$ cat config.mk
export PLATFORM = sky130hd
export DESIGN_NAME = lcd_controller
export DESIGN_NICKNAME = d
export VERILOG_FILES = /design/src/rtl/lcd_controller.sv
export SDC_FILE = /design/constraint.sdc
export NUM_CORES = 1
export LEC_CHECK = 0
export ABC_CLOCK_PERIOD_IN_PS = 2370
export CAP_MARGIN = 20
export CORE_MARGIN = 2
export CORE_UTILIZATION = 40
export DETAILED_ROUTE_END_ITERATION = 10
export SLEW_MARGIN = 15
export SYNTH_ARGS = -nofsm -noshare
export SYNTH_HDL_FRONTEND = slang
export SYNTH_SLANG_ARGS = --single-unit
$ cat constraint.sdc
create_clock -name clk -period 2.37 [get_ports clk]
set_input_delay 0.5925 -clock clk [delete_from_list [all_inputs] [get_ports clk]]
set_output_delay 0.5925 -clock clk [all_outputs]
set_load 0.05 [all_outputs]
$ cat src/rtl/lcd_controller.sv
// Write-only HD44780-style LCD sequencer: runs the power-up init sequence, then
// turns accepted command/data bytes into RS/E/DATA bus cycles with execution waits.
module lcd_controller #(
    parameter int unsigned SETUP_CYCLES      = 2,
    parameter int unsigned PULSE_CYCLES      = 12,
    parameter int unsigned HOLD_CYCLES       = 2,
    parameter int unsigned SHORT_WAIT_CYCLES = 2000,
    parameter int unsigned LONG_WAIT_CYCLES  = 82000,
    parameter int unsigned INIT_WAIT_CYCLES  = 205000,
    parameter int unsigned POWERUP_CYCLES    = 750000
) (
    input  logic       clk,
    input  logic       rst,
    input  logic       req_valid,
    output logic       req_ready,
    input  logic       req_rs,
    input  logic [7:0] req_data,
    output logic       init_done,
    output logic       lcd_rs,
    output logic       lcd_rw,
    output logic       lcd_e,
    output logic [7:0] lcd_data
);

    function automatic int unsigned max2(input int unsigned a, input int unsigned b);
        return (a > b) ? a : b;
    endfunction

    localparam int unsigned MAX_CYCLES =
        max2(max2(max2(SETUP_CYCLES, PULSE_CYCLES), max2(HOLD_CYCLES, SHORT_WAIT_CYCLES)),
             max2(max2(LONG_WAIT_CYCLES, INIT_WAIT_CYCLES), POWERUP_CYCLES));
    localparam int CNT_W = $clog2(MAX_CYCLES + 1);

    typedef logic [CNT_W-1:0] cnt_t;

    localparam logic [2:0] S_POWERUP   = 3'd0;
    localparam logic [2:0] S_INIT_LOAD = 3'd1;
    localparam logic [2:0] S_SETUP     = 3'd2;
    localparam logic [2:0] S_PULSE     = 3'd3;
    localparam logic [2:0] S_HOLD      = 3'd4;
    localparam logic [2:0] S_WAIT      = 3'd5;
    localparam logic [2:0] S_IDLE      = 3'd6;

    localparam logic [2:0] LAST_INIT_IDX = 3'd6;

    // Each phase lasts n cycles: load n-1 on entry, leave when the counter reads 0.
    function automatic cnt_t phase_load(input int unsigned n);
        return cnt_t'(n - 1);
    endfunction

    function automatic logic [7:0] init_rom(input logic [2:0] idx);
        case (idx)
            3'd0:    return 8'h38;
            3'd1:    return 8'h38;
            3'd2:    return 8'h38;
            3'd3:    return 8'h08;
            3'd4:    return 8'h01;
            3'd5:    return 8'h06;
            3'd6:    return 8'h0C;
            default: return 8'h00;
        endcase
    endfunction

    // Clear (0x01) and home (0x02/0x03) are the slow commands; the first two
    // function-set writes of the init sequence need the long settle time.
    function automatic cnt_t wait_load(input logic       in_init,
                                       input logic [2:0] idx,
                                       input logic       rs,
                                       input logic [7:0] data);
        if (in_init && (idx < 3'd2))
            return phase_load(INIT_WAIT_CYCLES);
        else if (!rs && (data[7:2] == 6'd0) && (data != 8'h00))
            return phase_load(LONG_WAIT_CYCLES);
        else
            return phase_load(SHORT_WAIT_CYCLES);
    endfunction

    logic [2:0] state_q, state_d;
    cnt_t       cnt_q, cnt_d;
    logic [2:0] idx_q, idx_d;
    logic       rs_q, rs_d;
    logic [7:0] data_q, data_d;
    logic       e_q, e_d;
    logic       ready_q, ready_d;
    logic       done_q, done_d;

    always_comb begin
        state_d = state_q;
        cnt_d   = cnt_q;
        idx_d   = idx_q;
        rs_d    = rs_q;
        data_d  = data_q;
        e_d     = e_q;
        ready_d = ready_q;
        done_d  = done_q;

        case (state_q)
            S_POWERUP: begin
                if (cnt_q == cnt_t'(0))
                    state_d = S_INIT_LOAD;
                else
                    cnt_d = cnt_q - cnt_t'(1);
            end

            S_INIT_LOAD: begin
                rs_d    = 1'b0;
                data_d  = init_rom(idx_q);
                cnt_d   = phase_load(SETUP_CYCLES);
                state_d = S_SETUP;
            end

            S_SETUP: begin
                if (cnt_q == cnt_t'(0)) begin
                    e_d     = 1'b1;
                    cnt_d   = phase_load(PULSE_CYCLES);
                    state_d = S_PULSE;
                end else begin
                    cnt_d = cnt_q - cnt_t'(1);
                end
            end

            S_PULSE: begin
                if (cnt_q == cnt_t'(0)) begin
                    e_d     = 1'b0;
                    cnt_d   = phase_load(HOLD_CYCLES);
                    state_d = S_HOLD;
                end else begin
                    cnt_d = cnt_q - cnt_t'(1);
                end
            end

            S_HOLD: begin
                if (cnt_q == cnt_t'(0)) begin
                    cnt_d   = wait_load(!done_q, idx_q, rs_q, data_q);
                    state_d = S_WAIT;
                end else begin
                    cnt_d = cnt_q - cnt_t'(1);
                end
            end

            S_WAIT: begin
                if (cnt_q == cnt_t'(0)) begin
                    if (!done_q && (idx_q != LAST_INIT_IDX)) begin
                        idx_d   = idx_q + 3'd1;
                        state_d = S_INIT_LOAD;
                    end else begin
                        done_d  = 1'b1;
                        ready_d = 1'b1;
                        state_d = S_IDLE;
                    end
                end else begin
                    cnt_d = cnt_q - cnt_t'(1);
                end
            end

            S_IDLE: begin
                if (req_valid && ready_q) begin
                    rs_d    = req_rs;
                    data_d  = req_data;
                    ready_d = 1'b0;
                    cnt_d   = phase_load(SETUP_CYCLES);
                    state_d = S_SETUP;
                end
            end

            default: begin
                e_d     = 1'b0;
                ready_d = 1'b0;
                cnt_d   = phase_load(POWERUP_CYCLES);
                state_d = S_POWERUP;
            end
        endcase
    end

    always_ff @(posedge clk) begin
        if (rst) begin
            state_q <= S_POWERUP;
            cnt_q   <= phase_load(POWERUP_CYCLES);
            idx_q   <= 3'd0;
            rs_q    <= 1'b0;
            data_q  <= 8'h00;
            e_q     <= 1'b0;
            ready_q <= 1'b0;
            done_q  <= 1'b0;
        end else begin
            state_q <= state_d;
            cnt_q   <= cnt_d;
            idx_q   <= idx_d;
            rs_q    <= rs_d;
            data_q  <= data_d;
            e_q     <= e_d;
            ready_q <= ready_d;
            done_q  <= done_d;
        end
    end

    assign req_ready = ready_q;
    assign init_done = done_q;
    assign lcd_rs    = rs_q;
    assign lcd_rw    = 1'b0;
    assign lcd_e     = e_q;
    assign lcd_data  = data_q;

endmodule
==> results_dict.tcl, run 1 <==
set metrics [dict create \
    worstPathRequired_ns 2.56 \
    r2r_start "cnt_q[17]$_SDFFE_PP1P_" \
    clock_power_share_pct 49.0 \
    h-tree-depth 2 \
    grt_usage_pct 24.1 \
    nets 433 \
    path_cells "or4_4, or4_4, or4_1, a21oi_1, or3_1, nand3_1" \
    power.density_nw_per_um2 421 \
    cts_made_buffers 5 \
    worstSetupPathType "register to register" \
    yosysWarnings 0 \
    ys_top_cells_by_area "dfxtp_1 29%, nor2_1 6.1%, a21oi_1 5.6%" \
    p_sw_mw 0.307 \
    syn-cell-area_um2 2580 \
    port_buffers 23 \
    synth-edff-count 0 \
    startpoint_type "register" \
    hold_viol_final 0 \
    first_iter_violations 280 \
    first_global_vias 2767 \
    fp.dieH_um 84.3 \
    antenna_found_initial 0 \
    rsz0062_at_grt "false" \
    reg2reg_to "cnt_q[8]$_SDFFE_PP1P_" \
    grt_pass1_wl_um 13900 \
    gr-total-overflow 0 \
    start_util_pct 41.1 \
    synth-seq-cells 38 \
    synth.distinct_cells 62 \
    placement.cell_area_um2 3260 \
    fin_total_pwr_mw 1.44 \
    setup_ws_ns 0.0635 \
    holdPathStages 2 \
    pwr-share-seq_pct 44.9 \
    power.share.combinational_pct 6.1 \
    preCtsSetupSlack_ns -0.0410 \
    instances_no_fill 493 \
    ant_nets 0 \
    cts_tree "built" \
    cpMaxStageDelayCell "or4_4" \
    fin_skew_ns 0.00630 \
    timing.critical_path.to "cnt_q[8]$_SDFFE_PP1P_" \
    finalCritPeriodShare_pct 97.3 \
    drive_above_1_share_pct 20.4 \
    rr_worst_depth 6 \
    holdBufCountCts 0 \
    diodes 0 \
    die-area_um2 7110 \
    swShare_pct 21.3 \
    yosysTopAreaCellShare_pct 29.5 \
    clock_sinks 38 \
    crit_buf_inv 0 \
    fp.dieW_um 84.3 \
    setup_viol 0 \
    drt_pass1_iterations 5 \
    p_int_mw 1.14 \
    synth_top_area_cell "dfxtp_1" \
    synth_most_common_cell "nor2_1" \
    clockBufferDepth 2 \
    synthesis.nets 364 \
    slew_violations 0 \
    place.detailed.hpwl_um 6360 \
    critical_path.top_delay_family "simple AND/OR/NAND/NOR gates" \
    avgRoutedWirePerCell_um 17.1 \
    ios 25 \
    cts-root-buf "clkbuf_8" \
    seq_area_frac_synth_pct 29.5 \
    synth_flop_cell "dfxtp_1" \
    clock.fmax_mhz 434 \
    clk_latency_ns 0.30 \
    nFillCells 613 \
    endpoint_kind "register" \
    critPathMostFrequentCell "or4_4" \
    max-slew-margin-rel_pct 65.3 \
    maxCapViolCount 0 \
    dp.cells 483 \
    hold_path_class "register to register" \
    ir_worst_vdd_mv 0.268 \
    netlist_top_cells_count "42 x nor2_1, 38 x dfxtp_1, 29 x a21oi_1" \
    final_core_utilization_pct 54.6 \
    path_clk_slew_ns 0.08 \
    grt_max_degree 28 \
    min_period_ns 2.31 \
    wl_um 8410 \
    slowest_delay_ns 0.54 \
    rows 29 \
    cp.depth 6 \
    syn_area_per_cell_um2 7.46 \
    power_leakage_nw 1.29 \
    core_um2 6280 \
    fin_area_um2 3430 \
    syn_to_final_growth_pct 32.9 \
    reg2reg_slack_ns 0.06 \
    drc 0 \
    place.gp.congestion 0.887 \
    status "completed" \
    worstPathArrival_ns 2.50 \
    finalSetupTns_ns 0 \
    whs_ns 0.494 \
    dr_total_vias 2967 \
    startpoint "cnt_q[17]$_SDFFE_PP1P_" \
    postSynthCellCount 346 \
    synthArstFlopShare_pct 0 \
    tightest_slew_ns 0.518 \
    crit_fanout 6 \
    via_per_inst 6.02 \
]
-- state kept, by name, summed over array words and instances (netlist names) --
register / flops
lcd_e: 1
cnt_q: 20
lcd_data: 8
init_done: 1
state_q: 3
lcd_rs: 1
req_ready: 1
idx_q: 3
-- cells by family (layout without fill, tap and decap cells) --
group / count (synthesis) / in the layout / synth area share (%)
xor+xnor: 8 / 8 / 2.72
fa+ha+maj: 6 / 6 / 2.91
mux: 1 / 1 / 0.388
other cells: 1 / 1 / 0.145
flops: 38 / 38 / 29.5
simple gates: 148 / 148 / 29.7
compound gates: 114 / 114 / 29.6
buf+inv: 30 / 100 / 5.04
-- final cells by class --
type                            instances  area, µm²  area share, %
Sequential cell                        38        761           22.2
Inverter                                6       22.5          0.657
Multi-Input combinational cell        278       1700           49.7
Clock buffer                            6       82.6           2.41
Tap cell                               77       96.3           2.81
Timing Repair Buffer                   86        703           20.5
Clock inverter                          2       60.1           1.75
-- repair_timing --
action	in CTS	in global routing
resized for setup	3	2
pin swaps	0	1
endpoints found under the setup margin	9	9
buffers inserted	0	2
-- cells in the final DEF (no fill, tap or decap), types with 3 or more instances in the layout --
| master | n |
|---|---|
| a31oi_1 | 11 |
| clkdlybuf4s50_1 | 23 |
| nor2_1 | 42 |
| or3_1 | 9 |
| o21ai_0 | 18 |
| nand3_1 | 15 |
| buf_4 | 63 |
| or4_1 | 3 |
| xnor2_1 | 3 |
| nor4_1 | 7 |
| nand2_1 | 19 |
| xor2_1 | 5 |
| nor3b_1 | 3 |
| a211o_1 | 3 |
| and3_1 | 4 |
| nor2b_1 | 4 |
| dfxtp_1 | 38 |
| a21oi_1 | 29 |
| a311oi_1 | 7 |
| clkbuf_8 | 6 |
| or2_2 | 3 |
| nor3_1 | 18 |
| o21ai_1 | 3 |
| ha_1 | 6 |
| and2_1 | 3 |
| a211oi_1 | 9 |
| or4_4 | 3 |
| nand4_1 | 6 |
| o211ai_1 | 8 |
| inv_1 | 6 |
| o31ai_1 | 3 |
-- metal layers --
| metal | up-vias | global-route usage (%) | part of all wire [%] |
|---|---|---|---|
| met5 | - | 0 | 0 |
| met4 | 0 | 9.09 | 2.1 |
| met3 | 20 | 4.03 | 5.2 |
| met2 | 115 | 38.0 | 46 |
| met1 | 1374 | 32.9 | 47 |
| li1 | 1458 | - | - |
-- worst min-delay path, cell delays in order, from the launching register on --
cell	delay, ns
dfxtp_1	0.33
nand3_1	0.07
a21oi_1	0.05
-- power groups by stage --
| stage | clock [mW] | combinational, mW | sequential [mW] |
|---|---|---|---|
| floorplan | 0 | 0.0361 | 0.671 |
| global placement | 0 | 0.0872 | 0.663 |
| detailed placement | 0 | 0.0870 | 0.663 |
| CTS | 0.716 | 0.0876 | 0.648 |
| global route | 0.741 | 0.0948 | 0.649 |
| finish | 0.707 | 0.0881 | 0.648 |
-- how the worst min path moves through the flow --
| stage | start | to | slack (ns) |
|---|---|---|---|
| 2_1_floorplan | cnt_q[19]$_SDFFE_PP1P_ | cnt_q[19]$_SDFFE_PP1P_ | 0.45 |
| 3_3_place_gp | lcd_data[7]$_SDFFE_PP0P_ | lcd_data[7]$_SDFFE_PP0P_ | 0.47 |
| 3_5_place_dp | lcd_data[6]$_SDFFE_PP0P_ | lcd_data[6]$_SDFFE_PP0P_ | 0.48 |
| 4_1_cts | lcd_data[6]$_SDFFE_PP0P_ | lcd_data[6]$_SDFFE_PP0P_ | 0.49 |
| 5_1_grt | lcd_data[6]$_SDFFE_PP0P_ | lcd_data[6]$_SDFFE_PP0P_ | 0.52 |
| 6_report | lcd_data[6]$_SDFFE_PP0P_ | lcd_data[6]$_SDFFE_PP0P_ | 0.49 |
Note: power is estimated with default switching activity, not from simulation.
==> run 2, diff against run 1 <==
CTS_CLUSTER_DIAMETER = 50   (was default)
==> results of run 2 <==
No change in the layout: final DEF, timing and power equal those of run 1.
==> run 3, diff against run 2 <==
CELL_PAD_IN_SITES_DETAIL_PLACEMENT = 0   (was default)
CELL_PAD_IN_SITES_GLOBAL_PLACEMENT = 1   (was default)
CORE_UTILIZATION = 38   (was 40)
PLACE_DENSITY_LB_ADDON = 0.1   (was default)
==> results_dict.tcl, run 3 (synthesis gave the netlist of run 1 again) <==
set metrics [dict create \
    clock.fmax_mhz 426 \
    mostFrequentLayoutCells "57 x buf_4, 42 x nor2_1, 37 x dfxtp_1" \
    cts_made_buffers 5 \
    core_um2 6680 \
    drive_above_1_share_pct 21.7 \
    finalCritPeriodShare_pct 99.0 \
    nFillCells 674 \
    cpMaxStageDelayCell "or4_4" \
    first_iter_violations 180 \
    clockBufferDepth 2 \
    port_buffers 23 \
    syn_to_final_growth_pct 35.0 \
    path_clk_slew_ns 0.09 \
    worstPathRequired_ns 2.56 \
    slew_violations 0 \
    maxCapViolCount 0 \
    place.gp.congestion 0.919 \
    setup_viol 0 \
    top_register "cnt_q" \
    hold_path_class "register to register" \
    status "completed" \
    tightest_slew_ns 0.686 \
    diodes 0 \
    cts_tree "built" \
    instances_no_fill 494 \
    whs_ns 0.504 \
    crit_fanout 7 \
    swShare_pct 21.2 \
    fin_area_um2 3480 \
    clock_power_share_pct 49.0 \
    grt_usage_pct 24.3 \
    worstPathArrival_ns 2.54 \
    p_sw_mw 0.306 \
    dp.cells 482 \
    rows 30 \
    fp.dieW_um 86.4 \
    place.detailed.hpwl_um 6520 \
    rsz0062_at_grt "true" \
    die-area_um2 7460 \
    slowest_delay_ns 0.57 \
    first_global_vias 2879 \
    largest_reg_flops 20 \
    ir_worst_vdd_mv 0.313 \
    clock_sinks 38 \
    h-tree-depth 2 \
    ant_nets 0 \
    startpoint "cnt_q[16]$_SDFFE_PP1P_" \
    drc 0 \
    drt_pass1_iterations 4 \
    worstSetupPathType "register to register" \
    ios 25 \
    fin_skew_ns 0.00558 \
    critPathMostFrequentCell "or4_4" \
    fp.dieH_um 86.4 \
    clk_latency_ns 0.30 \
    endpoint_kind "register" \
    setup_ws_ns 0.0241 \
    final_core_utilization_pct 52.1 \
    min_period_ns 2.35 \
    via_per_inst 5.89 \
    fin_total_pwr_mw 1.44 \
    finalSetupTns_ns 0 \
    r2r_start "cnt_q[16]$_SDFFE_PP1P_" \
    dr_total_vias 2911 \
    gr-total-overflow 0 \
    path_cells "or4_4, or4_4, or4_4, a21oi_2, or3_1, nand3_1" \
    startpoint_type "register" \
    p_int_mw 1.14 \
    holdCritStartpoint "lcd_data[7]$_SDFFE_PP0P_" \
    nets 431 \
    placement.cell_area_um2 3240 \
    power_leakage_nw 1.30 \
    preCtsSetupSlack_ns -0.0926 \
    grt_max_degree 22 \
    hold_viol_final 0 \
    power.share.combinational_pct 6.1 \
    layout_commonest_cell "buf_4" \
    power.density_nw_per_um2 414 \
    max-slew-margin-rel_pct 53.9 \
    start_util_pct 38.6 \
    wl_um 8830 \
    antenna_found_initial 0 \
    avgRoutedWirePerCell_um 17.9 \
    pwr-share-seq_pct 44.8 \
    grt_pass1_wl_um 14300 \
    cts-root-buf "clkbuf_8" \
]
run 3: area by class of cell:
cell class / count / area (µm²) / share of cell area (%)
Inverter: 6 / 22.5 / 0.647
Tap cell: 80 / 100 / 2.87
Clock buffer: 6 / 82.6 / 2.37
Clock inverter: 2 / 60.1 / 1.72
Sequential cell: 38 / 762 / 21.9
Timing Repair Buffer: 83 / 701 / 20.1
Multi-Input combinational cell: 279 / 1760 / 50.4
run 3: critical path, delay by kind of cell, from the launching register on:
family          cells  cell delay [ns]
compound gates      1             0.13
simple gates        5             1.79
flops               1             0.33
run 3: path summary, 6_finish.rpt:
check | end | slack, ns | depth (start not counted)
setup / recovery | cnt_q[8]$_SDFFE_PP1P_ | 0.02 | 6
hold / removal | lcd_data[7]$_SDFFE_PP0P_ | 0.50 | 2
setup reg to reg | cnt_q[8]$_SDFFE_PP1P_ | 0.02 | 6
hold reg to reg | lcd_data[7]$_SDFFE_PP0P_ | 0.50 | 2
run 3: per-layer routing:
metal	wire length, µm	vias up	track usage [%]
met5	0	-	0
met4	199	0	7.95
met3	356	17	4.00
met2	4030	70	38.5
met1	4250	1369	33.5
li1	-	1455	-
run 3: repair_timing:
item,in CTS,in global routing
endpoints found under the hold margin,0,0
pin swaps,1,12
buffers inserted,0,2
resized for setup,5,19
setup endpoints to repair,16,10
gates cloned,1,1
hold buffers,0,0
run 3: power by group through the flow:
stage / logic [mW] / clock network (mW) / registers (mW)
after floorplan: 0.0361 / 0 / 0.671
after global placement: 0.0882 / 0 / 0.662
after detailed placement: 0.0886 / 0 / 0.662
after CTS: 0.0890 / 0.722 / 0.647
after global routing: 0.0979 / 0.750 / 0.648
final: 0.0887 / 0.708 / 0.647
